===== src/rtl/pipe_stage_skid.sv =====
`default_nettype none
// ============================================================================
//  Module      : pipe_stage_skid
//  Description : Elastic pipeline stage with a two-entry skid buffer. It
//                carries NUM_DATA data lanes, a control field and a
//                destination register index across a valid/ready boundary.
//                in_ready depends only on registered state, and no input
//                reaches an output through combinational logic.
//                out_ctrl and out_rd are masked by out_valid, so a bubble
//                never asserts write-enable style control bits.
//  Ports       :
//      clk        - clock, rising edge
//      rst        - asynchronous active-high reset
//      flush      - synchronous flush, discards every held entry
//      in_valid   - upstream entry valid
//      in_ready   - stage can accept an entry this cycle
//      in_data    - NUM_DATA lanes, lane 0 in the LSBs
//      in_ctrl    - control field
//      in_rd      - destination register index
//      out_valid  - head entry valid
//      out_ready  - downstream accepts the head entry
//      out_data   - head data lanes
//      out_ctrl   - head control, 0 when out_valid = 0
//      out_rd     - head destination index, 0 when out_valid = 0
//      occupancy  - number of held entries (0..2)
//  Revision    : 1.0 - initial release
// ============================================================================
module pipe_stage_skid #(
    parameter int DATA_W   = 32,
    parameter int NUM_DATA = 2,
    parameter int CTRL_W   = 2,
    parameter int RD_W     = 5
) (
    input  logic                       clk,
    input  logic                       rst,
    input  logic                       flush,
    input  logic                       in_valid,
    output logic                       in_ready,
    input  logic [NUM_DATA*DATA_W-1:0] in_data,
    input  logic [CTRL_W-1:0]          in_ctrl,
    input  logic [RD_W-1:0]            in_rd,
    output logic                       out_valid,
    input  logic                       out_ready,
    output logic [NUM_DATA*DATA_W-1:0] out_data,
    output logic [CTRL_W-1:0]          out_ctrl,
    output logic [RD_W-1:0]            out_rd,
    output logic [1:0]                 occupancy
);

    localparam int c_LANES_W = NUM_DATA * DATA_W;

    // State encoding doubles as the entry count.
    localparam logic [1:0] c_ST_EMPTY = 2'd0;
    localparam logic [1:0] c_ST_ONE   = 2'd1;
    localparam logic [1:0] c_ST_FULL  = 2'd2;

    logic [1:0]           r_state;
    logic [1:0]           w_state_nxt;

    // Head entry (drives the outputs) and second entry.
    logic [c_LANES_W-1:0] r_main_data;
    logic [CTRL_W-1:0]    r_main_ctrl;
    logic [RD_W-1:0]      r_main_rd;
    logic [c_LANES_W-1:0] r_skid_data;
    logic [CTRL_W-1:0]    r_skid_ctrl;
    logic [RD_W-1:0]      r_skid_rd;

    logic                 w_in_ready;
    logic                 w_out_valid;
    logic [1:0]           w_occupancy;
    logic                 w_accept;
    logic                 w_release;
    logic                 w_load_main_in;
    logic                 w_load_main_skid;
    logic                 w_load_skid;

    // ------------------------------------------------------------------
    // Handshake events. Both are built from registered-state signals
    // AND'ed with the external strobe, so neither feeds back into
    // in_ready or out_valid.
    // ------------------------------------------------------------------
    assign w_accept  = in_valid  & w_in_ready;
    assign w_release = w_out_valid & out_ready;

    // ------------------------------------------------------------------
    // State register
    // ------------------------------------------------------------------
    always_ff @(posedge clk or posedge rst) begin
        if (rst) begin
            r_state <= c_ST_EMPTY;
        end else begin
            r_state <= w_state_nxt;
        end
    end

    // ------------------------------------------------------------------
    // Next-state logic; flush overrides every handshake event.
    // ------------------------------------------------------------------
    always_comb begin
        w_state_nxt = r_state;
        if (flush) begin
            w_state_nxt = c_ST_EMPTY;
        end else begin
            case (r_state)
                c_ST_EMPTY: begin
                    if (w_accept) begin
                        w_state_nxt = c_ST_ONE;
                    end
                end
                c_ST_ONE: begin
                    if (w_accept && !w_release) begin
                        w_state_nxt = c_ST_FULL;
                    end else if (!w_accept && w_release) begin
                        w_state_nxt = c_ST_EMPTY;
                    end
                end
                c_ST_FULL: begin
                    if (w_release) begin
                        w_state_nxt = c_ST_ONE;
                    end
                end
                default: begin
                    w_state_nxt = c_ST_EMPTY;
                end
            endcase
        end
    end

    // ------------------------------------------------------------------
    // State-derived outputs
    // ------------------------------------------------------------------
    always_comb begin
        w_in_ready  = 1'b1;
        w_out_valid = 1'b0;
        w_occupancy = 2'd0;
        case (r_state)
            c_ST_EMPTY: begin
                w_in_ready  = 1'b1;
                w_out_valid = 1'b0;
                w_occupancy = 2'd0;
            end
            c_ST_ONE: begin
                w_in_ready  = 1'b1;
                w_out_valid = 1'b1;
                w_occupancy = 2'd1;
            end
            c_ST_FULL: begin
                w_in_ready  = 1'b0;
                w_out_valid = 1'b1;
                w_occupancy = 2'd2;
            end
            default: begin
                w_in_ready  = 1'b1;
                w_out_valid = 1'b0;
                w_occupancy = 2'd0;
            end
        endcase
    end

    // ------------------------------------------------------------------
    // Load enables. A new entry goes to the head when the stage is empty,
    // or when the single held entry leaves in the same cycle. It goes to
    // the skid slot only when the head is stalled. When full, a release
    // promotes the skid entry; in_ready is low so nothing new arrives.
    // ------------------------------------------------------------------
    assign w_load_main_in   = w_accept &&
                              ((r_state == c_ST_EMPTY) ||
                               ((r_state == c_ST_ONE) && w_release));
    assign w_load_main_skid = (r_state == c_ST_FULL) && w_release;
    assign w_load_skid      = w_accept && (r_state == c_ST_ONE) && !w_release;

    // ------------------------------------------------------------------
    // Entry storage. Flush clears only the control and index fields; the
    // stale data is harmless because the entries are marked invalid and
    // ctrl/rd are masked at the outputs anyway.
    // ------------------------------------------------------------------
    always_ff @(posedge clk or posedge rst) begin
        if (rst) begin
            r_main_data <= '0;
            r_main_ctrl <= '0;
            r_main_rd   <= '0;
            r_skid_data <= '0;
            r_skid_ctrl <= '0;
            r_skid_rd   <= '0;
        end else if (flush) begin
            r_main_ctrl <= '0;
            r_main_rd   <= '0;
            r_skid_ctrl <= '0;
            r_skid_rd   <= '0;
        end else begin
            if (w_load_main_in) begin
                r_main_data <= in_data;
                r_main_ctrl <= in_ctrl;
                r_main_rd   <= in_rd;
            end else if (w_load_main_skid) begin
                r_main_data <= r_skid_data;
                r_main_ctrl <= r_skid_ctrl;
                r_main_rd   <= r_skid_rd;
            end
            if (w_load_skid) begin
                r_skid_data <= in_data;
                r_skid_ctrl <= in_ctrl;
                r_skid_rd   <= in_rd;
            end
        end
    end

    // ------------------------------------------------------------------
    // Output drive
    // ------------------------------------------------------------------
    assign in_ready  = w_in_ready;
    assign out_valid = w_out_valid;
    assign occupancy = w_occupancy;
    assign out_data  = r_main_data;
    assign out_ctrl  = r_main_ctrl & {CTRL_W{w_out_valid}};
    assign out_rd    = r_main_rd   & {RD_W{w_out_valid}};

endmodule

`default_nettype wire


===== config.mk =====
export PLATFORM = sky130hd
export DESIGN_NAME = pipe_stage_skid
export DESIGN_NICKNAME = d
export VERILOG_FILES = /design/src/rtl/pipe_stage_skid.sv
export SDC_FILE = /design/constraint.sdc
export NUM_CORES = 1
export LEC_CHECK = 0
export ABC_CLOCK_PERIOD_IN_PS = 4400
export BUFFER_PORTS_ARGS = -buffer_cell sky130_fd_sc_hd__buf_2
export CORE_MARGIN = 2
export CORE_UTILIZATION = 48
export CTS_CLUSTER_DIAMETER = 50
export DETAILED_ROUTE_END_ITERATION = 6
export PLACE_DENSITY = 0.75
export SETUP_SLACK_MARGIN = 0.1
export SKIP_LAST_GASP = 1
export SLEW_MARGIN = 15
export SYNTH_ARGS = -nofsm -noshare
export SYNTH_HDL_FRONTEND = slang
export SYNTH_SLANG_ARGS = --single-unit

===== constraint.sdc =====
create_clock -name clk -period 4.4 [get_ports clk]
set_clock_uncertainty 0.2 [all_clocks]
set_input_delay 0.66 -clock clk [delete_from_list [all_inputs] [get_ports clk]]
set_output_delay 0.66 -clock clk [all_outputs]
set_load 0.02 [all_outputs]

Word-level counts from Yosys, hierarchy flattened

Cells that the tools add are included.

Equality and inequality tests: 5
Mux-type cells: 21
Bitwise logic cells: 5
Reductions and logical operators: 18

Operators with widths:

| cell               | count |
|---|---|
| $mux 64            | 2 |
| $mux 5             | 5 |
| $mux 2             | 10 |
| $logic_and 1x1->1  | 7 |
| $ne 3x3->1 const B | 2 |
| $pmux 2 s3         | 1 |
| $and 5x5->5        | 1 |
| $ne 4x4->1 const B | 1 |
| $pmux 2 s2         | 1 |
| $reduce_and 2->1   | 2 |
| $reduce_bool 2->1  | 2 |
| $reduce_and 3->1   | 1 |
| $reduce_bool 3->1  | 1 |
| $and 1x1->1        | 2 |
| $and 2x2->2        | 1 |
| $eq 2x1->1 const B | 1 |
| $eq 2x2->1 const B | 1 |
| $logic_not 1->1    | 2 |
| $logic_not 2->1    | 1 |
| $mux 1             | 2 |
| $reduce_or 2->1    | 1 |
| $logic_or 1x1->1   | 1 |
| $not 1->1          | 1 |

Register bits: 144
Bits of input ports: 76
Output and inout port bits: 75
Logic and storage cells: 56

Logic depth before layout (Yosys ltp)

Word-level depth: 9
Depth in mapped cells: 9
Gate-level depth less buffers: 6

Worst setup path before layout

OpenSTA, ideal clock, no wires.

Kind: register -> register
From: register r_state[0]
To: register r_state[0]
Setup time: 127 ps
Data arrival time: 1933 ps
Required time: 4073 ps
Path slack: 2139 ps
Cell stages (with the launch flop): 7
Path buffers: 0
Period minus slack after synthesis: 2261 ps
Path through: dfrtp_1 inv_1 ha_1 nand2_2 and2_0 o311a_1 mux2_1

Word-level cells in the longest chain between the ends: 9
Elaborated cells between the ends (all ways): 19
Classes of those cells: 5 x eq/ne; 5 x mux; 2 x bitwise; 7 x reduce/logical

Ends and longest elaborated chain:

| item                                            | RTL line | source |
|---|---|---|
| start: declaration                              | 57       | `logic [1:0] r_state;` |
| start signal: assignment                        | 90       | `r_state <= c_ST_EMPTY;` |
| start signal: assignment                        | 92       | `r_state <= w_state_nxt;` |
| $eq 2x1->1 / $eq 2x2->1 (equally long branches) | 136      | `case (r_state)` |
| $reduce_or 2->1 (no source line) *              | --       |  |
| $mux 1 *                                        | 136      |  |
| via out_valid                                   | 42       | `output logic out_valid,` |
| $and 1x1->1 *                                   | 83       | `assign w_release = w_out_valid & out_ready;` |
| $logic_not 1->1                                 | 111      | `if (w_accept && !w_release) begin` |
| $logic_and 1x1->1                               | 111      |  |
| $mux 2                                          | 111      |  |
| $pmux 2 s3                                      | 104      | `case (r_state)` |
| $mux 2                                          | 101      | `if (flush) begin` |

The timed path passes the listed nets; every way through them passes the cells marked *.
A chain may end at the register's enable or synchronous reset.

Final worst setup path

From: register r_state[0]
To: register r_main_data[16], in the netlist out_data[16]

Word-level cells in the longest chain between the ends: 9
Elaborated cells between the ends (all ways): 15
Classes of those cells: 2 x eq/ne; 3 x mux; 2 x bitwise; 8 x reduce/logical

Ends and longest elaborated chain:

| item                                            | RTL line      | source |
|---|---|---|
| $eq 2x1->1 / $eq 2x2->1 (equally long branches) | 136, 168, 169 |  |
| $reduce_or 2->1 (no source line)                | --            |  |
| $mux 1                                          | 136           |  |
| $and 1x1->1                                     | 83            |  |
| $logic_and 1x1->1                               | 168           | `((r_state == c_ST_ONE) && w_release));` |
| $logic_or 1x1->1                                | 167           | `((r_state == c_ST_EMPTY) \|\|` |
| $logic_and 1x1->1                               | 166           | `assign w_load_main_in = w_accept &&` |
| $reduce_bool 2->1 (no source line)              | --            |  |
| $reduce_and 2->1 (no source line)               | --            |  |
| end signal: assignment                          | 192           | `r_main_data <= in_data;` |
| end signal: assignment                          | 196           | `r_main_data <= r_skid_data;` |
| end: declaration                                | 61            | `logic [c_LANES_W-1:0] r_main_data;` |

Parallel ways exist; a longest one is shown, timed or not.

==> results.sh <==
export IMPL_ant_nets=0
export IMPL_grt_pass1_vias=4817
export IMPL_max_stage_delay_ps=480
export IMPL_placementRows=42
export IMPL_drt_iter0_drc=282
export IMPL_globalplace_congestion=0.757
export IMPL_start_util_pct=48.8
export IMPL_ys_types=35
export IMPL_yosysTopAreaCellShare_pct=55.9
export IMPL_r2r_start="r_state[0]$_DFFE_PP0P_"
export IMPL_vias=4601
export IMPL_synthTopCellsByArea="dfrtp_1 (56%), mux2i_1 (9.9%), mux2_2 (7.9%), o21ai_0 (5.4%), o21ai_1 (4.7%)"
export IMPL_cts_buffers=17
export IMPL_ys_ff_latch=144
export IMPL_hold_viol=0
export IMPL_die_height_um=120
export IMPL_rsz0062_at_grt="false"
export IMPL_gr_total_overflow=0
export IMPL_r2r_end="out_data[16]$_DFFE_PP0P_"
export IMPL_synth_edf_count=0
export IMPL_grt_pass1_wl_mm=24.1
export IMPL_status="completed"
export IMPL_ys_warn_count=0
export IMPL_path_clk_slew_ps=60
export IMPL_synth_common_cells="dfrtp_1 (144), o21ai_0 (69), mux2i_1 (64)"
export IMPL_relSlewSlack_pct=46.3
export IMPL_cts_tree="yes"
export IMPL_ys_seq_area_share_pct=55.9
export IMPL_worstPathArrival_ps=2960
export IMPL_fin_setup_tns_ps=0
export IMPL_cp_max_fo=53
export IMPL_crit_family="compound AO/OA/AOI/OAI gates"
export IMPL_slew_viol_final=0
export IMPL_clock_sinks=144
export IMPL_ctsResizeCount=0
export IMPL_cellLeakagePower_nw=3.79
export IMPL_antenna_found_initial=1
export IMPL_synth_most_common_cell="dfrtp_1"
export IMPL_clk_insertion_delay_late_ps=420
export IMPL_post_drt_via_cell_ratio=5.50
export IMPL_placeableCoreArea_sq_um=13200
export IMPL_drc=0
export IMPL_async_reset_ff_share_pct=100
export IMPL_finalNetCount=733
export IMPL_htreeDepth=4
export IMPL_worst_setup_path_end_kind="register"
export IMPL_syn_area_per_cell_sq_um=12.5
export IMPL_first_pass_iters=4
export IMPL_cp_buffers_inverters=2
export IMPL_ctsHoldBuffers=0
export IMPL_critical_path_depth=7
export IMPL_setup_viol=0
export IMPL_postCtsSetupBuffers=0
export IMPL_cp_required_ps=4530
export IMPL_max_freq_ghz=0.353
export IMPL_dp_hpwl_mm=9.46
export IMPL_grt_max_degree=145
export IMPL_critical_path_slowest_cell="ha_1"
export IMPL_cts_path_max_buffers=2
export IMPL_clockRootBuffer="clkbuf_16"
export IMPL_route_detailed_wl_per_inst_um=17.7
export IMPL_fill_cells=1066
export IMPL_p_per_area_nw_per_um2=750
export IMPL_drive_gt1_share_pct=39.2
export IMPL_holdCritPathClass="input port to async pin"
export IMPL_pin_count=151
export IMPL_synth_top_area_cell="dfrtp_1"
export IMPL_ff2ff_setup_slack_ps=1570
export IMPL_fin_hold_ws_ps=217
export IMPL_synth_flop_cell="dfrtp_1"
export IMPL_start_kind="register"
export IMPL_worst_pin_slew_ps=805
export IMPL_synth_area_sq_um=6440
export IMPL_ir_worst_vdd_mv=0.367
export IMPL_path_class="register to register"
export IMPL_period_needed_ps=2830
export IMPL_die_w_um=120
export IMPL_io_buffers=150
export IMPL_post_route_period_util_pct=64.4
export IMPL_cap_violations=0
export IMPL_syn_nets=596
export IMPL_areaGrowthSynthToFinish_pct=21.0
export IMPL_drt_wl_total_mm=14.8
export IMPL_crit_chain="inv_1 > ha_1 > nand2_2 > o21ai_2 > nand2b_2 > buf_4 > o21ai_1"
export IMPL_groute_usage_overall_pct=21.7
export IMPL_dieArea_sq_um=14400
export IMPL_worstRegToRegCells=7
export IMPL_synthCells=514
export IMPL_antennaDiodeCount=0
sequential cells by signal (all words and copies together) (netlist names):
signal       flops
r_main_ctrl      2
r_skid_rd        5
r_main_rd        5
r_skid_ctrl      2
r_skid_data     64
r_state          2
out_data        64
how the worst max path moves through the flow:
stage | start | to
2_1_floorplan | rst | out_data[0]$_DFFE_PP0P_
3_5_place_dp | r_state[0]$_DFFE_PP0P_ | out_data[16]$_DFFE_PP0P_
6_report | r_state[0]$_DFFE_PP0P_ | out_data[16]$_DFFE_PP0P_
3_3_place_gp | r_state[0]$_DFFE_PP0P_ | r_main_rd[1]$_DFFE_PP0P_
5_1_grt | r_state[0]$_DFFE_PP0P_ | out_data[60]$_DFFE_PP0P_
4_1_cts | r_state[0]$_DFFE_PP0P_ | out_data[9]$_DFFE_PP0P_
area by class of cell:
| class | instances | area (sq um) | area share [%] |
|---|---|---|---|
| Sequential cell | 144 | 3600 | 46.2 |
| Multi-Input combinational cell | 327 | 2570 | 33.0 |
| Timing Repair Buffer | 156 | 808 | 10.4 |
| Clock buffer | 22 | 484 | 6.21 |
| Tap cell | 176 | 220 | 2.82 |
| Clock inverter | 7 | 85.1 | 1.09 |
| Inverter | 5 | 22.5 | 0.289 |
layer usage:
layer | wire length (um) | GRT usage [%] | part of all wire, %
met3 | 981 | 7.22 | 6.6
met4 | 185 | 6.84 | 1.2
met2 | 7100 | 35.6 | 48
met1 | 6540 | 27.3 | 44
met5 | 0 | 0 | 0
kinds of logic after synthesis:
group	share of synthesized area (%)
flops	55.9
compound gates	13.1
mux	22.4
simple gates	2.99
fa+ha+maj	1.17
buf+inv	4.37
layout by cell type (no fill, tap or decap), types with 7 or more instances in the layout:
master / instances
a21oi_1: 7
a22o_1: 7
and2_1: 7
buf_2: 150
clkbuf_16: 17
dfrtp_1: 144
mux2_2: 45
mux2_4: 19
mux2i_1: 64
nand2_1: 8
nor2_1: 10
o21ai_0: 69
o21ai_1: 60
power by group:
group	switching, mW	total (mW)	internal (mW)
clock network	0.517	1.40	0.879
logic	1.27	2.21	0.944
registers	0.316	2.24	1.92
through the flow:
step	utilization, %	power, mW	setup slack [ps]	cells	area (sq um)
finish	59.1	5.85	1570	837	7800
global route	59.1	6.21	1310	837	7800
CTS	59.1	5.89	1500	837	7790
detailed placement	54.8	4.47	1570	808	7220
global placement	54.8	4.35	1700	808	7220
floorplan	-	3.85	1730	514	6450
tightest hold or removal path, stage by stage:
cell        delay [ps]
buf_2              110
clkinvlp_4          70
buf_12             480
Power figures use the tool's default switching activity.
